File: config.mk
export PLATFORM = sky130hd
export DESIGN_NAME = cell_alloc_ctrl
export DESIGN_NICKNAME = d
export VERILOG_FILES = /design/src/rtl/cell_alloc_ctrl.sv
export SDC_FILE = /design/constraint.sdc
export NUM_CORES = 1
export LEC_CHECK = 0
export CORE_ASPECT_RATIO = 1.4
export CORE_UTILIZATION = 62
export DETAILED_ROUTE_END_ITERATION = 6
export GPL_TIMING_DRIVEN = 1
export PLACE_DENSITY = 0.79
export SLEW_MARGIN = 20
export SYNTH_ARGS = -nofsm -noshare
export SYNTH_HDL_FRONTEND = slang
export SYNTH_SLANG_ARGS = --single-unit
File: constraint.sdc
create_clock -name clk -period 4.9 [get_ports clk]
set_input_delay 0.735 -clock clk [delete_from_list [all_inputs] [get_ports clk]]
set_output_delay 0.735 -clock clk [all_outputs]
set_load 0.01 [all_outputs]
File: src/rtl/cell_alloc_ctrl.sv
// Cell allocator: circular free-list FIFO of buffer cell indices with round-robin grant to requesters.
// Optional macro CELL_ALLOC_DFREE_CHECK_EN adds an in-use bitmap that drops and flags double frees.

package mem_pkg;
  parameter int NUM_BLOCKS = 64;
  parameter int ADDR_W     = 6;
endpackage

module cell_alloc_ctrl #(
  parameter int NUM_PORTS  = 4,
  parameter int NUM_BLOCKS = mem_pkg::NUM_BLOCKS
) (
  input  logic                      clk,
  input  logic                      rst,
  input  logic [NUM_PORTS-1:0]      alloc_req,
  output logic [NUM_PORTS-1:0]      alloc_gnt,
  output logic [mem_pkg::ADDR_W-1:0] alloc_idx,
  input  logic                      free_valid,
  input  logic [mem_pkg::ADDR_W-1:0] free_idx,
  output logic                      free_ready,
  output logic                      init_done,
  output logic [mem_pkg::ADDR_W:0]  free_count,
  output logic                      dfree_err
);

  localparam int ADDR_W = mem_pkg::ADDR_W;
  localparam int PORT_W = (NUM_PORTS > 1) ? $clog2(NUM_PORTS) : 1;

  typedef enum logic {
    ST_INIT  = 1'b0,
    ST_READY = 1'b1
  } state_t;

  state_t                r_state;
  state_t                w_state_nxt;
  logic [ADDR_W-1:0]     r_init_cnt;
  logic [ADDR_W-1:0]     r_head;
  logic [ADDR_W-1:0]     r_tail;
  logic [ADDR_W:0]       r_free_count;
  logic                  r_init_done;
  logic [NUM_PORTS-1:0]  r_gnt;
  logic [ADDR_W-1:0]     r_idx;
  logic [PORT_W-1:0]     r_rr_ptr;
  logic [ADDR_W-1:0]     r_mem [NUM_BLOCKS];

  logic                  w_sel_found;
  logic [PORT_W-1:0]     w_sel_port;
  logic [PORT_W:0]       w_cand_sum;
  logic [PORT_W-1:0]     w_cand;
  logic [PORT_W-1:0]     w_rr_nxt;
  logic                  w_full;
  logic                  w_empty;
  logic                  w_pop;
  logic                  w_push;
  logic                  w_free_legal;
  logic                  w_mem_we;
  logic [ADDR_W-1:0]     w_mem_waddr;
  logic [ADDR_W-1:0]     w_mem_wdata;

  // Round-robin search: first requester at or after r_rr_ptr, wrapping modulo NUM_PORTS.
  always_comb begin
    w_sel_found = 1'b0;
    w_sel_port  = '0;
    w_cand_sum  = '0;
    w_cand      = '0;
    for (int i = 0; i < NUM_PORTS; i++) begin
      w_cand_sum = {1'b0, r_rr_ptr} + (PORT_W+1)'(i);
      if (w_cand_sum >= (PORT_W+1)'(NUM_PORTS))
        w_cand_sum = w_cand_sum - (PORT_W+1)'(NUM_PORTS);
      w_cand = w_cand_sum[PORT_W-1:0];
      if (!w_sel_found && alloc_req[w_cand]) begin
        w_sel_found = 1'b1;
        w_sel_port  = w_cand;
      end
    end
  end

  assign w_rr_nxt = (w_sel_port == PORT_W'(NUM_PORTS-1)) ? '0 : w_sel_port + PORT_W'(1);
  assign w_full   = (r_free_count == (ADDR_W+1)'(NUM_BLOCKS));
  assign w_empty  = (r_free_count == '0);
  assign w_pop    = r_init_done && w_sel_found && !w_empty;
  assign w_push   = r_init_done && free_valid && !w_full && w_free_legal;

  // FSM next state and free-list write port (INIT fills slot k with k).
  always_comb begin
    w_state_nxt = r_state;
    w_mem_we    = 1'b0;
    w_mem_waddr = r_tail;
    w_mem_wdata = free_idx;
    case (r_state)
      ST_INIT: begin
        w_mem_we    = 1'b1;
        w_mem_waddr = r_init_cnt;
        w_mem_wdata = r_init_cnt;
        if (r_init_cnt == ADDR_W'(NUM_BLOCKS-1))
          w_state_nxt = ST_READY;
      end
      ST_READY: begin
        w_mem_we = w_push;
      end
      default: begin
        w_state_nxt = ST_INIT;
      end
    endcase
  end

  always_ff @(posedge clk or posedge rst) begin
    if (rst) begin
      r_state      <= ST_INIT;
      r_init_cnt   <= '0;
      r_head       <= '0;
      r_tail       <= '0;
      r_free_count <= '0;
      r_init_done  <= 1'b0;
      r_gnt        <= '0;
      r_idx        <= '0;
      r_rr_ptr     <= '0;
    end else begin
      r_state <= w_state_nxt;
      r_gnt   <= '0;
      if (r_state == ST_INIT)
        r_init_cnt <= r_init_cnt + ADDR_W'(1);
      if (r_state == ST_READY && !r_init_done) begin
        // First READY cycle: list is full, head == tail == 0.
        r_init_done  <= 1'b1;
        r_free_count <= (ADDR_W+1)'(NUM_BLOCKS);
        r_head       <= '0;
        r_tail       <= '0;
      end else begin
        if (w_pop) begin
          r_gnt    <= NUM_PORTS'(1) << w_sel_port;
          r_idx    <= r_mem[r_head];
          r_head   <= r_head + ADDR_W'(1);
          r_rr_ptr <= w_rr_nxt;
        end
        if (w_push)
          r_tail <= r_tail + ADDR_W'(1);
        case ({w_push, w_pop})
          2'b10:   r_free_count <= r_free_count + (ADDR_W+1)'(1);
          2'b01:   r_free_count <= r_free_count - (ADDR_W+1)'(1);
          default: r_free_count <= r_free_count;
        endcase
      end
    end
  end

  always_ff @(posedge clk) begin
    if (w_mem_we)
      r_mem[w_mem_waddr] <= w_mem_wdata;
  end

`ifdef CELL_ALLOC_DFREE_CHECK_EN
  logic [NUM_BLOCKS-1:0] r_in_use;
  logic                  r_dfree_err;

  assign w_free_legal = r_in_use[free_idx];

  always_ff @(posedge clk or posedge rst) begin
    if (rst) begin
      r_in_use    <= '0;
      r_dfree_err <= 1'b0;
    end else begin
      // Popped head and accepted free can never name the same cell.
      if (w_pop)
        r_in_use[r_mem[r_head]] <= 1'b1;
      if (w_push)
        r_in_use[free_idx] <= 1'b0;
      if (r_init_done && free_valid && !r_in_use[free_idx])
        r_dfree_err <= 1'b1;
    end
  end

  assign dfree_err = r_dfree_err;
`else
  assign w_free_legal = 1'b1;
  assign dfree_err    = 1'b0;
`endif

  assign alloc_gnt  = r_gnt;
  assign alloc_idx  = r_idx;
  assign free_ready = r_init_done;
  assign init_done  = r_init_done;
  assign free_count = r_free_count;

endmodule
==> impl_metrics.env <==
export IMPL_cts_root_buf="clkbuf_16"
export IMPL_tightest_slew_ns=1.03
export IMPL_power_uw=7040
export IMPL_drt_pass1_iterations=5
export IMPL_dr_total_vias=9207
export IMPL_cts_resized=0
export IMPL_min_period_ns=3.91
export IMPL_crit_arrival_ns=4.32
export IMPL_syn_area_um2=17300
export IMPL_setup_worst_path_start="free_count[1]$_DFFE_PP0P_"
export IMPL_start_util=0.629
export IMPL_hold_class="reg -> reg"
export IMPL_finalHoldViolCount=0
export IMPL_post_cts_setup_buffers=0
export IMPL_timing_rr_end="free_count[6]$_DFFE_PP0P_"
export IMPL_synthCells=994
export IMPL_setup_viol=0
export IMPL_fin_worst_skew_ns=0.0102
export IMPL_yosysSeqAreaShare=0.721
export IMPL_drt_initial_drc_count=799
export IMPL_synth_fp_nets=1018
export IMPL_critical_path_class="reg -> reg"
export IMPL_max_freq_mhz=256
export IMPL_rows=72
export IMPL_final_cell_mix="edfxtp_1, nor2_1, mux4_2, mux2i_1, nand2_1"
export IMPL_holdBufCountCts=0
export IMPL_wl_mm=36.6
export IMPL_yosysWarnings=0
export IMPL_p_leak_uw=0.00629
export IMPL_outcome="complete, no violations"
export IMPL_final_fill_count=1745
export IMPL_grt_max_degree=65
export IMPL_seq_area_um2=12500
export IMPL_grt_pass1_vias=9288
export IMPL_regToRegStartpoint="free_count[1]$_DFFE_PP0P_"
export IMPL_power_density_nw_per_um2=364
export IMPL_core_area_um2=27600
export IMPL_avgSynthCellArea_um2=17.5
export IMPL_hpwl_mm=22.7
export IMPL_io_pins=33
export IMPL_grt_use_total=0.270
export IMPL_antenna_left=0
export IMPL_r2r_slack_ns=0.99
export IMPL_vdd_drop_max_uv=237
export IMPL_clk_latency_ns=0.54
export IMPL_drv_slew=0
export IMPL_synth_ff_type="edfxtp_1"
export IMPL_avgRoutedWirePerCell_um=25.6
export IMPL_routed_via_density=6.45
export IMPL_portBuffers=31
export IMPL_drc=0
export IMPL_grt_pass1_wl_mm=55.5
export IMPL_cp_end_kind="flop"
export IMPL_fin_crit_sh=0.798
export IMPL_rsz0062_at_grt="false"
export IMPL_reg2reg_depth=13
export IMPL_cp_endpoint="free_count[6]$_DFFE_PP0P_"
export IMPL_async_reset_ff_frac=0.0922
export IMPL_clkSinkCount=423
export IMPL_die_area_um2=28700
export IMPL_nets=1053
export IMPL_cp_max_fo=11
export IMPL_gp_congestion=0.847
export IMPL_n_antenna_cell=0
export IMPL_ys_types=59
export IMPL_required_ns=5.31
export IMPL_layout_commonest_cell="edfxtp_1"
export IMPL_grt_overflow=0
export IMPL_drive_gt1_frac=0.166
export IMPL_die_h_um=200
export IMPL_relSlewSlack=0.316
export IMPL_finalSetupTns_ns=0
export IMPL_multi_input_area_um2=4570
export IMPL_syn_to_final_growth_pct=11.6
export IMPL_antenna_found_initial=0
export IMPL_synth_seq_cells=423
export IMPL_cts_tree="built"
export IMPL_clockBufferDepth=3
export IMPL_dieWidth_um=143
export IMPL_cap_violations=0
export IMPL_numCtsBuffers=38
export IMPL_htree_num_levels=2
export IMPL_cp_start_kind="flop"
export IMPL_clkTransAtPathRegs_ns=0.06
export IMPL_synth_edf_count=384
[power breakdown]
part / internal (uW) / switching (uW)
combinational: 12.3 / 14.6
clock: 1860 / 1280
sequential: 3880 / 0.135
total: 5750 / 1290
[metrics by stage]
step                      hold slack, ns  utilization  area [um2]  instances  worst slack (ns)
after detailed placement           0.520        0.654       18000       1359             0.542
after CTS                          0.532        0.702       19300       1428             0.980
after global routing               0.552        0.702       19400       1428             0.713
final                              0.525        0.702       19400       1428             0.990
after floorplan                    0.480            -       17300        994             0.649
after global placement             0.505        0.654       18000       1359             0.637
[critical path, cell delays in order, from the launching register on]
cell and delay, ns:
dfrtp_1 0.48, or4_4 0.58, or3_1 0.34, and3_1 0.31
clkinv_4 0.12, ha_1 0.41, xor2_1 0.13, ha_1 0.25
or3_1 0.31, a21oi_1 0.20, nor4_1 0.09, nor4_1 0.35
xnor2_1 0.16, nand2_1 0.07
[worst min path at each step]
stage                                end                 startpoint  cells past startpoint  slack, ns
5_1_grt        r_init_cnt[2]$_DFFE_PP0N_  r_init_cnt[2]$_DFFE_PP0N_                      1       0.55
3_3_place_gp   r_init_cnt[2]$_DFFE_PP0N_  r_init_cnt[2]$_DFFE_PP0N_                      1       0.51
3_5_place_dp   r_init_cnt[2]$_DFFE_PP0N_  r_init_cnt[2]$_DFFE_PP0N_                      1       0.52
4_1_cts        r_init_cnt[2]$_DFFE_PP0N_  r_init_cnt[2]$_DFFE_PP0N_                      1       0.53
6_report       r_init_cnt[2]$_DFFE_PP0N_  r_init_cnt[2]$_DFFE_PP0N_                      1       0.53
2_1_floorplan  r_init_cnt[2]$_DFFE_PP0N_  r_init_cnt[2]$_DFFE_PP0N_                      1       0.48
[synth_stat cells (2+ instances only)]
master      n  area share
o31ai_1     3      0.0013
or2_2       2     0.00072
mux2_2      4      0.0026
a221o_1     4      0.0023
o221ai_1   11      0.0056
or3_1       4      0.0014
and3_1      7      0.0025
ha_1       11      0.0079
nand4_1     5      0.0018
mux2i_1    68       0.039
a21oi_1    30      0.0087
clkbuf_1   20      0.0043
a22oi_1     2     0.00087
nand2_1    51       0.011
dfrtp_1    39       0.056
buf_2      25      0.0072
and2_1      4      0.0014
nor3_1      2     0.00058
nand2b_1    9      0.0032
o21ai_4     2      0.0019
a211oi_1    5      0.0022
o21ai_0    25      0.0072
a221oi_1   11      0.0056
buf_4       3      0.0013
o32ai_1     2      0.0010
inv_1      14      0.0030
nand3_1    10      0.0029
nor2_1     90       0.019
nand3_2     8      0.0046
mux4_2     74       0.096
o22ai_1     8      0.0029
buf_6       2      0.0013
nor2b_1     6      0.0022
edfxtp_1  384        0.66
xnor2_1    13      0.0066
nor4_1      2     0.00072
nand3b_1    2     0.00087
xor2_1      9      0.0045
o21a_1      3      0.0013
[registers in the layout, indices dropped and copies added, names as in the netlist]
register / count
r_head: 6
r_init_cnt: 6
r_mem: 384
free_ready: 1
alloc_idx: 6
r_rr_ptr: 2
alloc_gnt: 4
r_state: 1
r_tail: 6
free_count: 7
[final cells by class]
class | instances | area share
Tap cell | 370 | 0.0239
Inverter | 16 | 0.00336
Timing Repair Buffer | 45 | 0.0221
Clock inverter | 20 | 0.0131
Multi-Input combinational cell | 505 | 0.236
Clock buffer | 49 | 0.0551
Sequential cell | 423 | 0.646
[layer usage]
layer  part of all wire  global-route usage
met1               0.37               0.351
met2               0.52               0.465
met3              0.069              0.0346
met4              0.039               0.112
met5                  0                   0
[kinds of logic (layout without fill, tap and decap cells)]
kind of cell,Yosys count,count (layout),share of synthesized area
xor gates and xnor gates,22,22,0.0111
buffers and inverters,66,130,0.0179
other,1,1,0.000216
DFF,423,423,0.721
and+or+nand+nor,209,209,0.0573
adders and majority gates,11,11,0.00793
muxes,146,146,0.138
AOI/OAI and AO/OA,116,116,0.0468
Note: power is estimated with default switching activity, not from simulation.
